===== src/rtl/branch_seq.sv =====
// branch_seq: PC register and conditional-branch sequencer for the
// 5-stage microinstruction pipeline. It advances PC unless HOLD is set,
// resolves BRZ/BRC when the branch reaches stage 4, and flushes the
// younger stages for FLUSH_CYCLES cycles after a taken branch.
// Optional feature macro: BRANCH_STATS_EN adds saturating taken/not-taken
// resolution counters (BR_CNT_TAKEN, BR_CNT_NOT).
module branch_seq #(
    parameter int              PC_W         = 8,
    parameter logic [PC_W-1:0] RESET_PC     = {PC_W{1'b0}},
    parameter int              FLUSH_CYCLES = 3
) (
    input  logic            CLK,
    input  logic            RESET_N,
    input  logic            HOLD,
    input  logic            BRANCH_UPDATE,
    input  logic [6:0]      T4,
    input  logic [PC_W-1:0] BR_TARGET,
    input  logic            CY,
    input  logic            WZ,
    output logic [PC_W-1:0] PC,
    output logic            FETCH_EN,
    output logic            FLUSH,
    output logic            BR_TAKEN,
    output logic            BUSY
`ifdef BRANCH_STATS_EN
    ,
    output logic [15:0]     BR_CNT_TAKEN,
    output logic [15:0]     BR_CNT_NOT
`endif
);

    typedef enum logic [0:0] {
        ST_RUN   = 1'b0,
        ST_FLUSH = 1'b1
    } state_t;

    localparam logic [6:0]      T4_BRZ     = 7'b1000001;
    localparam logic [6:0]      T4_BRC     = 7'b1010000;
    localparam logic [2:0]      FLUSH_INIT = 3'(FLUSH_CYCLES);
    localparam logic [PC_W-1:0] PC_ONE     = {{(PC_W-1){1'b0}}, 1'b1};

    state_t          state_r;
    state_t          state_s;
    logic [2:0]      cnt_r;
    logic [2:0]      cnt_s;
    logic [PC_W-1:0] pc_s;
    logic            fetch_en_s;
    logic            flush_s;
    logic            br_taken_s;
    logic            busy_s;

    logic            is_brz_s;
    logic            is_brc_s;
    logic            resolve_s;
    logic            taken_s;

    // Decode the stage-4 branch; it only counts while running, since in
    // FLUSH the issuing microinstruction is being killed.
    always_comb begin
        is_brz_s  = (T4 == T4_BRZ);
        is_brc_s  = (T4 == T4_BRC);
        resolve_s = BRANCH_UPDATE && (state_r == ST_RUN);
        taken_s   = resolve_s && ((is_brz_s && WZ) || (is_brc_s && CY));
    end

    // Next-state, next-PC and next-output logic (outputs are registered).
    always_comb begin
        state_s    = state_r;
        cnt_s      = cnt_r;
        pc_s       = PC;
        fetch_en_s = 1'b1;
        flush_s    = 1'b0;
        br_taken_s = 1'b0;
        busy_s     = 1'b0;
        case (state_r)
            ST_RUN: begin
                if (taken_s) begin
                    // A taken branch overrides HOLD.
                    pc_s       = BR_TARGET;
                    cnt_s      = FLUSH_INIT;
                    state_s    = ST_FLUSH;
                    br_taken_s = 1'b1;
                    fetch_en_s = 1'b0;
                    flush_s    = 1'b1;
                    busy_s     = 1'b1;
                end else if (!HOLD) begin
                    pc_s = PC + PC_ONE;
                end else begin
                    pc_s = PC;
                end
            end
            ST_FLUSH: begin
                // cnt_r counts FLUSH cycles still to come including this one.
                if (cnt_r <= 3'd1) begin
                    cnt_s   = 3'd0;
                    state_s = ST_RUN;
                end else begin
                    cnt_s      = cnt_r - 3'd1;
                    fetch_en_s = 1'b0;
                    flush_s    = 1'b1;
                    busy_s     = 1'b1;
                end
            end
            default: begin
                cnt_s   = 3'd0;
                state_s = ST_RUN;
            end
        endcase
    end

    // State, PC and output registers with synchronous active-low reset.
    always_ff @(posedge CLK) begin
        if (!RESET_N) begin
            state_r  <= ST_RUN;
            cnt_r    <= 3'd0;
            PC       <= RESET_PC;
            FETCH_EN <= 1'b1;
            FLUSH    <= 1'b0;
            BR_TAKEN <= 1'b0;
            BUSY     <= 1'b0;
        end else begin
            state_r  <= state_s;
            cnt_r    <= cnt_s;
            PC       <= pc_s;
            FETCH_EN <= fetch_en_s;
            FLUSH    <= flush_s;
            BR_TAKEN <= br_taken_s;
            BUSY     <= busy_s;
        end
    end

`ifdef BRANCH_STATS_EN
    // Saturating counters of resolved BRZ/BRC outcomes; unknown T4 is skipped.
    always_ff @(posedge CLK) begin
        if (!RESET_N) begin
            BR_CNT_TAKEN <= 16'h0000;
            BR_CNT_NOT   <= 16'h0000;
        end else if (resolve_s && (is_brz_s || is_brc_s)) begin
            if (taken_s) begin
                if (BR_CNT_TAKEN != 16'hFFFF) begin
                    BR_CNT_TAKEN <= BR_CNT_TAKEN + 16'h0001;
                end
            end else begin
                if (BR_CNT_NOT != 16'hFFFF) begin
                    BR_CNT_NOT <= BR_CNT_NOT + 16'h0001;
                end
            end
        end
    end
`endif

endmodule


===== config.mk =====
export PLATFORM = sky130hd
export DESIGN_NAME = branch_seq
export DESIGN_NICKNAME = d
export VERILOG_FILES = /design/src/rtl/branch_seq.sv
export SDC_FILE = /design/constraint.sdc
export NUM_CORES = 1
export LEC_CHECK = 0
export ABC_AREA = 0
export CORE_UTILIZATION = 45
export DETAILED_ROUTE_END_ITERATION = 16
export HOLD_SLACK_MARGIN = 0.02
export PLACE_DENSITY = 0.92
export REMOVE_ABC_BUFFERS = 1
export SETUP_SLACK_MARGIN = 0.4
export SYNTH_ARGS = -nofsm -noshare
export SYNTH_HDL_FRONTEND = slang
export SYNTH_SLANG_ARGS = --single-unit

===== constraint.sdc =====
create_clock -name CLK -period 3 [get_ports CLK]
set_clock_uncertainty 0.2 [all_clocks]
set_input_delay 0.45 -clock CLK [delete_from_list [all_inputs] [get_ports CLK]]
set_output_delay 0.45 -clock CLK [all_outputs]
set_load 0.02 [all_outputs]

[Word level (Yosys, flattened, before mapping)]
Cells that the tools add are included.
Storage, ports and cells
  input port bits: 21
  word-level logic and storage cells: 32
  register bits after elaboration: 14
  output and inout port bits: 12
Cells by class
  $add $sub $neg: 2
  reduce and logical (&&, ||, !) cells: 7
  equal/unequal tests: 4
  $lt $le $gt $ge: 1
  muxes and demuxes: 11
  bitwise gates (word level): 2
Operator list (number)
  2-to-1 mux 8 bit: 2
  == test 7 bit (second input constant): 2
  adder 8 x 1 -> 8 bit (second input constant): 1
  2-to-1 mux 3 bit: 2
  one-hot mux 3 bit (2 select lines): 1
  logical AND 1 bit: 4
  2-to-1 mux 1 bit: 4
  one-hot mux 1 bit (2 select lines): 2
  less-or-equal comparator 3 x 1 -> 1 bit (second input constant): 1
  subtractor 3 x 1 -> 3 bit (second input constant): 1
  inequality test 2 x 1 -> 1 bit (second input constant): 1
  inequality test 2 bit (second input constant): 1
  inverter 1 bit: 2
  AND reduction 2 bit: 1
  OR reduction 2 bit: 1
  logical OR 1 bit: 1

[Logic depth before layout (Yosys ltp)]
  word-level depth: 6
  mapped depth: 6
  depth with buffers taken out: 6

[Worst setup path after synthesis]
OpenSTA, ideal clock, no wires.
  kind: reg2reg
  from: reg PC[2]
  to: reg PC[5]
  data arrival time: 1.513 ns
  data required time: 2.681 ns
  slack: 1.169 ns
  period minus slack after synthesis: 1.831 ns
  library setup time: 0.119 ns
  stages on the path, launching flop included: 5
  path buffers: 0
  cells stage by stage: dfxtp_1 > nand4_1 > or3_1 > mux2_2 > o221a_1
Between the ends
  longest elaborated chain between the ends: 3
RTL lines
  start: declaration: line 20  | output logic [PC_W-1:0] PC,
  start signal: assignment: line 124  | PC <= pc_s;
  adder 8 x 1 -> 8 bit: line 87  | pc_s = PC + PC_ONE;
  2-to-1 mux 8 bit: line 86  | end else if (!HOLD) begin
  2-to-1 mux 8 bit: line 77  | if (taken_s) begin
Every way passes these cells. The select of a mux whose other input is x is not followed.
A chain may end at the register's enable or synchronous reset.

[Worst setup path in the final report]
  from: reg PC[2]
  to: out PC[2]
No word-level cell between the ends.

==> out/results.tsv <==
stage	metric	value	unit
outcome	outcome	finished clean	
worst_hold_path	hold crit path type	flop to flop	
drt	Vias	876	
die	die area	2050	um^2
die	Rows	15	
grt	grt ovf	0	
critical_path	Worst Setup Start Kind	flop	
critical_path	reg2reg start	PC[2]$_SDFFE_PN0P_	
cts	number of CTS-inserted buffers	3	
die	die width	45.2	um
critical_path	cell breakdown of the critical path	clkdlybuf4s50_1	
cts	hold_buf cts	0	
finish	fraction of layout cells with a size suffix above 1	9.16	%
cts	Clock Sink Count	14	
timing	Max Freq	484	MHz
logic_synthesis	Yosys cell types	34	
die	I/O Pins	33	
critical_path	Crit. End Element	primary output	
flow_run	number of max-cap violations	0	
grt	largest net degree at the start of global routing	18	
drt	post-DR vias/cell	5.62	
power	PwrDens	323	nW/um^2
logic_synthesis	Post-synth EDFFs	0	
logic_synthesis	Simple-Gate Fraction of Synth Area	24.6	%
timing	Min Clock Period, post-route	2.06	ns
timing	RSZ-0062 raised after global routing	no	
finish	n_diodes	0	
cts	clk slew on worst S/H paths	0.09	ns
cts	Clock Latency Late Sink	0.29	ns
timing	Worst-Margin Slew	0.529	ns
critical_path	Critical R2R Capture	PC[5]$_SDFFE_PN0P_	
die	core area	1750	um^2
critical_path	Buf+Inv Stages, Crit Path	1	
die	Initial Util	48.2	%
cts	# H-tree levels	1	
drt	Post-DRT Antenna Nets	0	
grt	vias in the first global route	798	
power	peak supply drop	237	uV
timing	Slew Limit Headroom	64.6	%
critical_path	R2R Setup Slk	1.12	ns
timing	final hold violation count	0	
worst_hold_path	hold endpoint	PC[7]$_SDFFE_PN0P_	
logic_synthesis	syn_area_per_cell	8.58	um^2
logic_synthesis	number of synthesis warnings	0	
critical_path	R2R cell count	4	
logic_synthesis	main combinational cell family by area after synthesis	simple AND/OR/NAND/NOR gates	
critical_path	cell family with most CP delay	buffers and inverters	
die	Die Ht	45.2	um
drt	Initial DRC Count	36	
power	Leakage	0.000514	uW
critical_path	slowest CP cell	clkdlybuf4s50_1	
logic_synthesis	post-synthesis sequential area ratio	33.3	%
worst_hold_path	Hold Path Cell Cnt	2	
logic_synthesis	ys flop type	dfxtp_1	
drt	final wirelength	2.28	mm
critical_path	CP Max Fanout	8	
logic_synthesis	Yosys reg bits	14	
timing	setup TNS	0	ns
finish	Area Growth Syn to Fin	44.8	%
grt	first-pass GRT wire length	3.44	mm
logic_synthesis	Synth Instances	98	
cts	post_cts resized	0	
logic_synthesis	Synth Area in XOR/XNOR	0	%
timing	crit share post-route	68.8	%
grt	Total GRT Usage	23.2	%
cts	clk buf depth	2	
placed_design	GPL Wtd Cong	0.882	
logic_synthesis	asr flop ratio synth	0	%
logic_synthesis	Post-Syn Area	841	um^2
drt	drt wl/cell	14.6	um
timing	max-slew violation total from the final report	0	
finish	final core occ	69.7	%
drt	Pre-Repair DR Iteration Count	4	
critical_path	Critical Path AT	1.41	ns
logic_synthesis	Synth Area in Compound Gates	23.5	%
worst_hold_path	hold path start	PC[7]$_SDFFE_PN0P_	
grt	initial antenna violation count	0	
critical_path	Largest stage delay, worst path	0.66	ns
critical_path	critical path class	flop to primary output	
cts	number of post-CTS setup repair buffers	0	
finish	Nets	156	
logic_synthesis	proportion of synthesized area in mux cells	9.67	%
drt	DRC Markers	0	
cts	CTS root buf	clkbuf_4	
cts	CTS tree	done	
critical_path	worst endpoint required time	2.35	ns
timing	count of final setup violators	0	
placed_design	IO buf count	32	
placed_design	Final HPWL DP	1.74	mm
logic_synthesis	Synth Area in Adders	4.46	%
-- synth_stat cells, drive strengths merged (3+ instances only) --
cell | instances | area share [%]
nor2 | 7 | 3.1
and3b | 3 | 3.1
mux2i | 7 | 8.3
nand2 | 9 | 4.0
o22ai | 6 | 4.5
inv | 3 | 1.3
o21a | 3 | 2.7
a21oi | 8 | 4.8
ha | 3 | 4.5
dfxtp | 14 | 33
clkbuf | 3 | 1.3
-- where the power goes --
| group | leakage (uW) | switching [uW] | internal, uW |
|---|---|---|---|
| sequential | 0.000113 | 5.18 | 189 |
| combinational | 0.000380 | 22.9 | 37.4 |
| clock | 0.0000210 | 65.3 | 74.0 |
-- through the flow --
stage,instance area (um^2),hold slack [ns],power [uW],setup slack [ns],cells
2_1_floorplan,815,0.273,217,0.938,93
3_3_place_gp,1180,0.290,256,0.727,152
3_5_place_dp,1180,0.291,258,0.670,152
4_1_cts,1220,0.310,393,0.945,156
5_1_grt,1220,0.332,403,0.869,156
6_report,1220,0.312,394,0.936,156
-- cells in the final DEF (no fill, tap or decap), types with 2 or more instances in the layout --
cell and instances:
buf_4 2, nor3b_1 2, o22ai_1 6, nor2_1 7, dfxtp_1 14, a21oi_1 8, and3b_1 3, clkbuf_4 3
nor3_1 2, o21ai_0 2, nand4_1 2, clkdlybuf4s50_1 32, nand2b_1 2, inv_1 3, ha_1 3, and2_1 2
nand3_1 2, mux2i_1 7, o21a_1 3, or3_1 2, nand2_1 9
-- final cells by class --
cell class              instances  area, um^2
flip-flops and latches         14         280
repair buffers                 34         335
clock buffers                   4        36.3
fillers                       144         528
multi-input cells              76         523
well taps                      25        31.3
inverters                       3        11.3
-- kinds of logic after synthesis --
kind of cell	after synthesis
adder cells (fa/ha/maj)	3
multiplexers	8
flip-flops	14
AO/OA/AOI/OAI	28
AND/OR/NAND/NOR	37
buffers and inverters	8
-- state kept, by name (all words and copies together), names as in the netlist --
register and flops:
cnt_r 3, PC 8, BR_TAKEN 1, FETCH_EN 1
state_r 1
-- layer usage --
| metal | vias to the layer above | track usage [%] | routed length, um |
|---|---|---|---|
| li1 | 427 | - | - |
| met1 | 420 | 28.5 | 1020 |
| met2 | 25 | 38.6 | 1120 |
| met3 | 4 | 6.80 | 123 |
| met4 | 0 | 7.88 | 25 |
| met5 | - | 0 | 0 |
-- how the worst max path moves through the flow --
stage	end	slack [ns]	cells past startpoint	start
global placement	PC[1]$_SDFFE_PN0P_	0.73	6	T4[4]
CTS	PC[2]	0.94	1	PC[2]$_SDFFE_PN0P_
floorplan	PC[5]$_SDFFE_PN0P_	0.94	4	T4[0]
detailed placement	PC[1]$_SDFFE_PN0P_	0.67	6	T4[4]
global route	PC[2]	0.87	1	PC[2]$_SDFFE_PN0P_
finish	PC[2]	0.94	1	PC[2]$_SDFFE_PN0P_
Power figures use the tool's default switching activity.
